`src/rtl/vga_frame_painter.sv`:
```
// rtl/vga_frame_painter.sv - per-frame background, score digit and cursor painter for the VGA adapter
// Candidates issue one per cycle; ROM data is re-joined with its x/y after ROM_LAT stages.
module vga_frame_painter #(
  parameter int SCR_W     = 320,
  parameter int SCR_H     = 240,
  parameter int XW        = 9,
  parameter int YW        = 8,
  parameter int CW        = 3,
  parameter int NDIG      = 4,
  parameter int SCORE_W   = 14,
  parameter int SPR_W     = 17,
  parameter int SPR_H     = 18,
  parameter int DIG_X0    = 120,
  parameter int DIG_Y0    = 155,
  parameter int CUR       = 4,
  parameter int CUR_COLOR = 0,
  parameter int KEY       = 7,
  parameter int ROM_LAT   = 1,
  parameter int BAW       = 17,
  parameter int GAW       = 12
) (
  input  logic               clk,
  input  logic               iReset,
  input  logic               V_SYNC,
  input  logic [1:0]         iScreen,
  input  logic               iShowScore,
  input  logic [SCORE_W-1:0] iScore,
  input  logic [XW-1:0]      iMouseX,
  input  logic [YW-1:0]      iMouseY,
  output logic [1:0]         oScreen,
  output logic [BAW-1:0]     oBgAddr,
  input  logic [CW-1:0]      iBgData,
  output logic [GAW-1:0]     oGlyphAddr,
  input  logic [CW-1:0]      iGlyphData,
  output logic [XW-1:0]      x,
  output logic [YW-1:0]      y,
  output logic [CW-1:0]      color,
  output logic               writeEn,
  output logic               oBusy,
  output logic               oFrameDone,
  output logic               oOverrun
);

  typedef enum logic [2:0] {S_IDLE, S_BCD, S_BG, S_DIG, S_CUR, S_DRAIN} state_t;

  localparam logic [1:0] TAG_BG  = 2'd0;
  localparam logic [1:0] TAG_GLY = 2'd1;
  localparam logic [1:0] TAG_CUR = 2'd2;
  localparam int BCDW = 4 * NDIG;
  localparam int L    = ROM_LAT - 1;

  function automatic logic [31:0] pow10(input int n);
    logic [31:0] r;
    r = 32'd1;
    for (int i = 0; i < n; i++) r = r * 32'd10;
    return r;
  endfunction

  localparam logic [31:0]         POW10   = pow10(NDIG);
  localparam logic [BCDW-1:0]     NINES   = {NDIG{4'd9}};
  localparam logic signed [XW:0]  X_LAST  = (XW+1)'(SCR_W - 1);
  localparam logic signed [YW:0]  Y_LAST  = (YW+1)'(SCR_H - 1);
  localparam logic signed [XW:0]  DX0     = (XW+1)'(DIG_X0);
  localparam logic signed [YW:0]  DY0     = (YW+1)'(DIG_Y0);
  localparam logic signed [XW:0]  SPR_WX  = (XW+1)'(SPR_W);
  localparam logic signed [XW:0]  HALF_X  = (XW+1)'(CUR / 2);
  localparam logic signed [YW:0]  HALF_Y  = (YW+1)'(CUR / 2);
  localparam logic [GAW-1:0]      GLYPH_N = GAW'(SPR_W * SPR_H);
  localparam logic [CW-1:0]       CURC    = CW'(CUR_COLOR);
  localparam logic [CW-1:0]       KEYC    = CW'(KEY);
  localparam logic [15:0]         SC_LAST = 16'(SCORE_W - 1);
  localparam logic [15:0]         GC_LAST = 16'(SPR_W - 1);
  localparam logic [15:0]         GR_LAST = 16'(SPR_H - 1);
  localparam logic [15:0]         DD_LAST = 16'(NDIG - 1);
  localparam logic [15:0]         CU_LAST = 16'(CUR - 1);
  localparam logic [15:0]         DR_LAST = 16'(ROM_LAT - 1);

  // One double-dabble step: adjust every BCD digit, then shift the binary MSB in.
  function automatic logic [BCDW+SCORE_W-1:0] dd_step(input logic [BCDW-1:0] b,
                                                       input logic [SCORE_W-1:0] s);
    logic [BCDW-1:0] a;
    logic [BCDW+SCORE_W-1:0] t;
    a = b;
    for (int i = 0; i < NDIG; i++)
      if (a[4*i +: 4] >= 4'd5) a[4*i +: 4] = a[4*i +: 4] + 4'd3;
    t = {a, s};
    return t << 1;
  endfunction

  // Digit d counts from the most significant end.
  function automatic logic [3:0] dig_of(input logic [BCDW-1:0] b, input logic [15:0] d);
    logic [3:0] r;
    r = 4'd0;
    for (int i = 0; i < NDIG; i++)
      if (16'(i) == d) r = b[4*(NDIG-1-i) +: 4];
    return r;
  endfunction

  function automatic logic [GAW-1:0] glyph_base(input logic [3:0] v);
    return GAW'(v) * GLYPH_N;
  endfunction

  state_t                state;
  logic                  vs_q;
  logic                  fall;
  logic                  show_q;
  logic                  ovf_q;
  logic [BCDW-1:0]       bcd;
  logic [SCORE_W-1:0]    bin;
  logic signed [XW:0]    px;
  logic signed [XW:0]    cx0;
  logic signed [XW:0]    digx;
  logic signed [YW:0]    py;
  logic signed [YW:0]    cy0;
  logic [15:0]           bcnt;
  logic [15:0]           gc;
  logic [15:0]           gr;
  logic [15:0]           dd;
  logic [15:0]           cc;
  logic [15:0]           cr;
  logic [15:0]           dcnt;

  logic                  p_v [ROM_LAT];
  logic [XW-1:0]         p_x [ROM_LAT];
  logic [YW-1:0]         p_y [ROM_LAT];
  logic [1:0]            p_t [ROM_LAT];
  logic                  p_c [ROM_LAT];

  logic                  iss_v;
  logic                  iss_c;
  logic [1:0]            iss_t;

  assign fall = vs_q & ~V_SYNC;

  always_comb begin
    iss_v = 1'b0;
    iss_t = TAG_BG;
    iss_c = 1'b0;
    case (state)
      S_BG:  iss_v = 1'b1;
      S_DIG: begin
        iss_v = 1'b1;
        iss_t = TAG_GLY;
      end
      S_CUR: begin
        iss_v = 1'b1;
        iss_t = TAG_CUR;
        iss_c = px[XW] | (px > X_LAST) | py[YW] | (py > Y_LAST);
      end
      default: ;
    endcase
  end

  always_ff @(posedge clk) begin
    if (iReset) begin
      state      <= S_IDLE;
      vs_q       <= 1'b0;
      show_q     <= 1'b0;
      ovf_q      <= 1'b0;
      bcd        <= '0;
      bin        <= '0;
      px         <= '0;
      py         <= '0;
      cx0        <= '0;
      cy0        <= '0;
      digx       <= '0;
      bcnt       <= '0;
      gc         <= '0;
      gr         <= '0;
      dd         <= '0;
      cc         <= '0;
      cr         <= '0;
      dcnt       <= '0;
      oScreen    <= '0;
      oBgAddr    <= '0;
      oGlyphAddr <= '0;
      oBusy      <= 1'b0;
      oFrameDone <= 1'b0;
      oOverrun   <= 1'b0;
      for (int i = 0; i < ROM_LAT; i++) begin
        p_v[i] <= 1'b0;
        p_x[i] <= '0;
        p_y[i] <= '0;
        p_t[i] <= TAG_BG;
        p_c[i] <= 1'b0;
      end
    end else begin
      vs_q       <= V_SYNC;
      oFrameDone <= 1'b0;
      oOverrun   <= 1'b0;

      p_v[0] <= iss_v;
      p_x[0] <= px[XW-1:0];
      p_y[0] <= py[YW-1:0];
      p_t[0] <= iss_t;
      p_c[0] <= iss_c;
      for (int i = 1; i < ROM_LAT; i++) begin
        p_v[i] <= p_v[i-1];
        p_x[i] <= p_x[i-1];
        p_y[i] <= p_y[i-1];
        p_t[i] <= p_t[i-1];
        p_c[i] <= p_c[i-1];
      end

      if (fall) begin
        if (state == S_IDLE) begin
          state   <= S_BCD;
          oBusy   <= 1'b1;
          oScreen <= iScreen;
          show_q  <= iShowScore;
          ovf_q   <= (32'(iScore) >= POW10);
          bin     <= iScore;
          bcd     <= '0;
          bcnt    <= '0;
          cx0     <= $signed({1'b0, iMouseX}) - HALF_X;
          cy0     <= $signed({1'b0, iMouseY}) - HALF_Y;
        end else begin
          oOverrun <= 1'b1;
        end
      end

      case (state)
        S_BCD: begin
          {bcd, bin} <= dd_step(bcd, bin);
          bcnt       <= bcnt + 16'd1;
          if (bcnt == SC_LAST) begin
            if (ovf_q) bcd <= NINES;
            state   <= S_BG;
            px      <= '0;
            py      <= '0;
            oBgAddr <= '0;
          end
        end

        S_BG: begin
          oBgAddr <= oBgAddr + 1'b1;
          if (px == X_LAST) begin
            px <= '0;
            py <= py + 1'b1;
          end else begin
            px <= px + 1'b1;
          end
          if (px == X_LAST && py == Y_LAST) begin
            if (show_q) begin
              state      <= S_DIG;
              dd         <= '0;
              gc         <= '0;
              gr         <= '0;
              px         <= DX0;
              py         <= DY0;
              digx       <= DX0;
              oGlyphAddr <= glyph_base(dig_of(bcd, 16'd0));
            end else begin
              state <= S_CUR;
              px    <= cx0;
              py    <= cy0;
              cc    <= '0;
              cr    <= '0;
            end
          end
        end

        // Within one glyph the ROM address is simply sequential (row-major).
        S_DIG: begin
          oGlyphAddr <= oGlyphAddr + 1'b1;
          px         <= px + 1'b1;
          gc         <= gc + 16'd1;
          if (gc == GC_LAST) begin
            gc <= '0;
            px <= digx;
            py <= py + 1'b1;
            gr <= gr + 16'd1;
            if (gr == GR_LAST) begin
              gr         <= '0;
              py         <= DY0;
              dd         <= dd + 16'd1;
              digx       <= digx + SPR_WX;
              px         <= digx + SPR_WX;
              oGlyphAddr <= glyph_base(dig_of(bcd, dd + 16'd1));
              if (dd == DD_LAST) begin
                state <= S_CUR;
                px    <= cx0;
                py    <= cy0;
                cc    <= '0;
                cr    <= '0;
              end
            end
          end
        end

        S_CUR: begin
          px <= px + 1'b1;
          cc <= cc + 16'd1;
          if (cc == CU_LAST) begin
            cc <= '0;
            px <= cx0;
            py <= py + 1'b1;
            cr <= cr + 16'd1;
            if (cr == CU_LAST) begin
              state <= S_DRAIN;
              dcnt  <= '0;
            end
          end
        end

        S_DRAIN: begin
          dcnt <= dcnt + 16'd1;
          if (dcnt == DR_LAST) begin
            state      <= S_IDLE;
            oBusy      <= 1'b0;
            oFrameDone <= 1'b1;
          end
        end

        default: ;
      endcase
    end
  end

  assign x = p_x[L];
  assign y = p_y[L];

  always_comb begin
    color   = '0;
    writeEn = 1'b0;
    if (p_v[L]) begin
      case (p_t[L])
        TAG_BG:  color = iBgData;
        TAG_GLY: color = iGlyphData;
        default: color = CURC;
      endcase
      writeEn = ~p_c[L] & ~((p_t[L] == TAG_GLY) && (iGlyphData == KEYC));
    end
  end

endmodule

```
`config.mk`:
```
export PLATFORM = sky130hd
export DESIGN_NAME = vga_frame_painter
export DESIGN_NICKNAME = d
export VERILOG_FILES = /design/src/rtl/vga_frame_painter.sv
export SDC_FILE = /design/constraint.sdc
export NUM_CORES = 1
export LEC_CHECK = 0
export BUFFER_PORTS_ARGS = -buffer_cell sky130_fd_sc_hd__buf_2
export CAP_MARGIN = 20
export CORE_UTILIZATION = 40
export DETAILED_ROUTE_END_ITERATION = 8
export HOLD_SLACK_MARGIN = 0.08
export PLACE_DENSITY_LB_ADDON = 0.15
export SLEW_MARGIN = 20
export SYNTH_ARGS = -nofsm -noshare
export SYNTH_HDL_FRONTEND = slang
export SYNTH_SLANG_ARGS = --single-unit
```
`constraint.sdc`:
```
create_clock -name clk -period 11.2 [get_ports clk]
set_input_delay 0.56 -clock clk [delete_from_list [all_inputs] [get_ports clk]]
set_output_delay 0.56 -clock clk [all_outputs]
set_load 0.005 [all_outputs]
```
==> reports/summary.txt, run 1 <==
Status -> complete, no violations
Post-synth top area share -> 36.0%
Max-cap violations -> 0
Placed cell count -> 2,232
WP data required -> 11.71 ns
Area occupied by registers -> 0.00502 mm^2
Worst hold margin -> 0.221 ns
Ys async rst share -> 0%
RD Place Congestion -> 0.880
Root Buffer -> clkbuf_16
GR Util All Layers -> 21.3%
# DRC -> 0
WP buf/inv -> 0
Syn Area/Cell -> 7.94 um^2
Fmax achieved -> 0.223 GHz
CP max FO -> 10
Unrepaired setup endpoints after global routing -> false
Register area share after synthesis -> 36.0%
Final nets -> 1,907
Final hold vios -> 0
Num Clock Sinks -> 251
Final std cells w/o fill -> 2,285
Slowest stage delay, CP -> 0.65 ns
Crit path cell chain -> ha_1, and4_1, nand4_1, mux2i_1, nor4_2, and3_1, ha_1, ha_1, a21o_1, a31o_2, a21o_1, a2111oi_0, nand4_1, nand3_1
FP Rows -> 68
CP delay by family, top -> simple AND/OR/NAND/NOR gates
Hold crit path type -> in2reg
Setup CP Type -> reg2reg
CP max-delay cell -> nor4_2
Core ar. -> 0.0345 mm^2
Setup TNS -> 0 ns
Synth top area cells -> dfxtp_1 (36%), nor2_1 (5.8%), a21oi_1 (5.4%), ha_1 (4.8%), nand2_1 (3.6%)
Min cycle time layout -> 4.49 ns
Routed len/inst -> 16.8 um
Post CTS Setup Buffer Count -> 0
Vias per Instance -> 5.70
Vias -> 13,000
DP Wirelength -> 27.4 mm
I/O Buffers -> 97
Final setup violation count -> 0
Initial Util -> 40.5%
Layout cells sized above 1 -> 10.9%
Final core occ -> 45.9%
Pins over their slew limit -> 0
Skew-Pair Late Insertion Delay -> 0.58 ns
Area leader, netlist -> dfxtp_1
Main synth FF type -> dfxtp_1
Max clock buf depth -> 3
Initial antenna violation count -> 0
Synth Cell Area -> 0.0140 mm^2
Max Clock Skew -> 0.0165 ns
H-tree depth -> 1
Die height -> 189 um
Clock transition at path regs -> 0.06 ns
CP endpoint kind -> flip-flop
Area of the multi-input gates -> 0.00838 mm^2
Die extent in x -> 189 um
Met2 Use GR -> 33.5%
Worst setup SP type -> flip-flop
Router iterations before antenna repair -> 6
Met1 Track Usage GR -> 30.2%
Grt ovf -> 0
P_leak -> 5.61 nW
Final Cycle Share -> 40.1%
Cts bufs inserted -> 29
Slew HR -> 27.2%
Post-synth cell types -> 82
Number of flops mapped to enable cells by yosys -> 0
Yosys Warn Count -> 0
Vias in the first global route -> 12,100
Final WL -> 38.5 mm
Hold Buf Count CTS -> 0
Syn nets -> 1,856
Pwr Total -> 2.13 mW
Clock tree from TritonCTS -> done
Pin count of the biggest net entering global routing -> 62
Post-route ant nets -> 0
IO Count -> 98
Die area -> 0.0356 mm^2
Mapped Cells -> 1,757
First-pass GRT wire length -> 63.1 mm
Worst path arrival time -> 4.99 ns
Resized cells post-CTS -> 0
Yosys reg bits -> 251
Area growth, synth to finish -> 13.2%
Busiest layer in global routing -> met2
PD cells -> 135 mW/mm^2
DR iter-0 viols -> 743
Max VDD drop -> 0.117 mV
# fillers -> 3,466
Ant diodes -> 0
Global Route met3 Usage -> 2.94%
Crit-path most repeated cell -> ha_1
Worst-Margin Slew -> 1.08 ns
[cells in the final DEF (no fill, tap or decap), types with 8 or more instances in the layout]
cell type,netlist,layout
nor2_1,217,216
dfxtp_1,251,251
a21oi_1,151,151
or3_1,40,40
nand2_1,135,135
buf_4,0,16
or4_1,11,11
xor2_1,45,45
nor3_1,61,61
mux2i_1,10,10
ha_1,54,54
a221oi_1,20,20
o21ai_0,92,91
nand3b_1,9,9
nor4_1,36,36
a311oi_1,14,14
o22ai_1,14,14
buf_2,9,96
nand2b_1,17,17
o31ai_1,21,21
nor2b_1,26,26
xnor2_1,45,45
nand3_1,61,61
a22oi_1,14,14
and3_1,23,23
and2_1,15,14
clkbuf_16,0,29
a211oi_1,22,22
a31o_2,8,8
and4_1,10,10
inv_1,54,54
nand4_1,47,47
a31oi_1,20,20
[synthesized netlist by cell type (7+ instances only)]
master    number
a211oi_1      22
a21oi_1      151
a221oi_1      20
a22oi_1       14
a311oi_1      14
a31o_2         8
a31oi_1       20
and2_1        15
and3_1        23
and4_1        10
buf_2          9
clkbuf_1      77
dfxtp_1      251
ha_1          54
inv_1         54
mux2i_1       10
nand2_1      135
nand2b_1      17
nand3_1       61
nand3b_1       9
nand4_1       47
nor2_1       217
nor2b_1       26
nor3_1        61
nor3b_1        9
nor4_1        36
o211ai_1       7
o21ai_0       92
o22ai_1       14
o31ai_1       21
or3_1         40
or4_1         11
xnor2_1       45
xor2_1        45
[registers in the layout (all words and copies together) (netlist names), 2 cells and up]
signal      count
cx0            10
oBgAddr        17
bcd            16
p_t             2
cy0             9
py              9
digx           10
oScreen         2
p_y             8
oGlyphAddr     12
bin            14
bcnt           16
gr             16
dd             16
p_x             9
dcnt           16
cr             16
cc             16
gc             16
px             10
state           3
[power breakdown]
group          internal (mW)  switching [mW]
Combinational         0.0562           0.121
Clock                  0.625           0.391
Sequential             0.915          0.0234
[tightest hold or removal path, delay by kind of cell]
family | cells | cell delay, ns
compound gates | 1 | 0.05
buf+inv | 1 | 0.09
simple gates | 1 | 0.05
[final cells by class]
cell class	count	share of cell area, %
clock inverters	13	1.33
clock buffers	40	5.17
repair buffers	112	3.80
inverters	54	1.28
multi-input cells	1360	53.0
flip-flops and latches	251	31.8
well taps	455	3.60
[metal layers]
layer / up-vias / share of wire, % / routed length (um)
met1: 6111 / 49 / 18900
li1: 6537 / - / -
met5: - / 0 / 0
met2: 330 / 44 / 16800
met4: 0 / 2.0 / 770
met3: 47 / 5.4 / 2060
[per-stage QoR]
step           setup slack (ns)  instance area [um^2]
6_report                   6.71                 15800
5_1_grt                    6.35                 15800
4_1_cts                    6.71                 15800
3_5_place_dp               6.74                 14800
3_3_place_gp               6.87                 14800
2_1_floorplan              7.19                 14000
[worst paths after layout]
| check | cells after the start | to | from | slack (ns) |
|---|---|---|---|---|
| min reg2reg | 2 | oScreen[0] | oScreen[0] | 0.45 |
| max reg2reg | 14 | oGlyphAddr[10] | dd[0] | 6.71 |
| min | 3 | oScreen[1] | iScreen[1] | 0.22 |
| max | 14 | oGlyphAddr[10] | dd[0] | 6.71 |
[logic make-up after synthesis]
logic type,count (synthesis),synth area share [%]
adders and majority gates,56,5.13
AOI/OAI and AO/OA,450,20.5
xor gates and xnor gates,90,5.65
buffers and inverters,146,4.11
muxes,14,1.04
DFF,251,36.0
and+or+nand+nor,750,27.6
Note: power is estimated with default switching activity, not from simulation.
==> inputs of run 2 (changes only) <==
==> constraint.sdc (replaced) <==
create_clock -name clk -period 4.5 [get_ports clk]
set_input_delay 0.225 -clock clk [delete_from_list [all_inputs] [get_ports clk]]
set_output_delay 0.225 -clock clk [all_outputs]
set_load 0.005 [all_outputs]
==> reports/summary.txt, run 2 (synthesized netlist as in run 1, its figures left out) <==
Final nets -> 1,956 (+2.6%)
Setup CP Type -> reg2reg
Hold crit path type -> in2reg
Pins over their slew limit -> 0 (unchanged)
Max VDD drop -> 0.308 mV (+160%)
Max FFs per register -> 17 (unchanged)
P_leak -> 5.79 nW (+3.1%)
Slew HR -> 36.5% (+9.3 points)
Status -> complete, no violations
Clock tree from TritonCTS -> done
Unrepaired setup endpoints after global routing -> false
Vias -> 13,400 (+2.8%)
Cts bufs inserted -> 29 (unchanged)
Worst hold margin -> 0.140 ns (-0.0815 ns)
Biggest register -> oBgAddr
Worst path arrival time -> 4.63 ns (-0.36 ns)
Final WL -> 39.1 mm (+1.7%)
CP endpoint kind -> flip-flop
GR Util All Layers -> 21.6% (+0.24 points)
CP max FO -> 10 (unchanged)
Layout cells sized above 1 -> 11.2% (+0.24 points)
Post-route ant nets -> 0 (unchanged)
Most frequent cells in the layout -> dfxtp_1 (251), nor2_1 (216), a21oi_1 (151)
Most common cell after layout, fill and taps aside -> dfxtp_1
Root Buffer -> clkbuf_16
DR iter-0 viols -> 934 (+26%)
Max clock buf depth -> 3 (unchanged)
I/O Buffers -> 97 (unchanged)
Post CTS Setup Buffer Count -> 0 (unchanged)
Skew-Pair Late Insertion Delay -> 0.57 ns (about the same)
Final core occ -> 47.1% (+1.2 points)
Vias in the first global route -> 12,300 (+1.6%)
RD Place Congestion -> 0.883 (+0.34%)
WP data required -> 4.97 ns (-6.74 ns)
Fmax achieved -> 0.241 GHz (+8.0%)
Final hold vios -> 0 (unchanged)
FP Rows -> 68 (unchanged)
Core ar. -> 0.0345 mm^2 (unchanged)
Die extent in x -> 189 um (unchanged)
Final setup violation count -> 0 (unchanged)
Max-cap violations -> 0 (unchanged)
Min cycle time layout -> 4.15 ns (-0.331 ns)
Routed len/inst -> 16.7 um (-0.49%)
Setup TNS -> 0 ns (unchanged)
PD cells -> 320 mW/mm^2 (+140%)
Max Clock Skew -> 0.0264 ns (+0.00991 ns)
H-tree depth -> 1 (unchanged)
Die height -> 189 um (unchanged)
Vias per Instance -> 5.73 (+0.53%)
Die area -> 0.0356 mm^2 (unchanged)
Clock transition at path regs -> 0.06 ns (about the same)
Initial Util -> 40.5% (unchanged)
IO Count -> 98 (unchanged)
First-pass GRT wire length -> 64.5 mm (+2.2%)
DP Wirelength -> 27.6 mm (+0.68%)
Initial antenna violation count -> 1 (+1)
Router iterations before antenna repair -> 5 (-1)
Pin count of the biggest net entering global routing -> 56 (-9.7%)
Worst setup SP type -> flip-flop
Area growth, synth to finish -> 16.2%
Worst-Margin Slew -> 0.952 ns (-0.131 ns)
Grt ovf -> 0 (unchanged)
Num Clock Sinks -> 251 (unchanged)
Final Cycle Share -> 92.3% (+52 points)
# DRC -> 0 (unchanged)
-- run 2: cell count changes in the layout (fill, tap and decap cells not counted), moves of 2 or more --
cell / delta
buf_4: +10
bufinv_16: -3
clkbuf_1: +2
dlygate4sd3_1: +39
-- run 2: layer usage --
layer  track usage (%)  share of wire [%]  up-vias
met5                 0                  0        -
met4              5.55                1.9        0
met3              2.85                5.5       62
met2              34.2                 45      345
met1              30.7                 48     6333
li1                  -                  -     6646
-- run 2: worst max-delay path, cell delays in order, from the launching register on --
cell	delay [ns]
dfxtp_1	0.50
ha_2	0.32
and4_1	0.32
nand4_1	0.18
mux2i_1	0.19
nor4_2	0.33
buf_4	0.21
and3_1	0.23
ha_1	0.25
ha_1	0.22
inv_1	0.07
fa_1	0.20
and3b_1	0.20
o21a_1	0.20
o22ai_1	0.16
xor2_1	0.16
nand4_1	0.11
a211oi_1	0.23
-- run 2: worst paths after layout --
path | startpoint | to | slack [ns] | cells after the start
setup / recovery | dd[0] | oGlyphAddr[11] | 0.35 | 17
hold / removal | iReset | cc[1] | 0.14 | 2
setup reg to reg | dd[0] | oGlyphAddr[11] | 0.35 | 17
hold reg to reg | oScreen[1] | oScreen[1] | 0.47 | 2
-- run 2: where the power goes --
part | switching (mW) | leakage, nW | internal [mW]
Combinational | 0.309 | 3.29 | 0.167
Sequential | 0.0569 | 2.03 | 2.28
Clock | 0.975 | 0.468 | 1.41
Total | 1.34 | 5.79 | 3.85
-- run 2: cell type report --
cell class,count,area (um^2)
Antenna cell,1,2.50
Clock buffer,43,838
Clock inverter,11,131
Fill cell,3395,18200
Inverter,54,203
Multi-Input combinational cell,1360,8380
Sequential cell,251,5020
Tap cell,455,569
Timing Repair Buffer,161,1070
-- run 2: timing repair --
item / CTS / global route
setup endpoints to repair: 0 / 1
hold buffers: 38 / 1
resized for setup: 0 / 1
hold endpoints to repair: 37 / 1
-- run 2: stage by stage --
| stage | area [um^2] | worst slack (ns) | std cells | power (mW) |
|---|---|---|---|---|
| global route | 16200 | 0.0263 | 2335 | 5.41 |
| global placement | 14800 | 0.442 | 2242 | 2.82 |
| finish | 16200 | 0.345 | 2336 | 5.19 |
| detailed placement | 14800 | 0.331 | 2242 | 2.83 |
| floorplan | 14000 | 0.489 | 1757 | 2.66 |
| CTS | 16200 | 0.303 | 2334 | 5.25 |
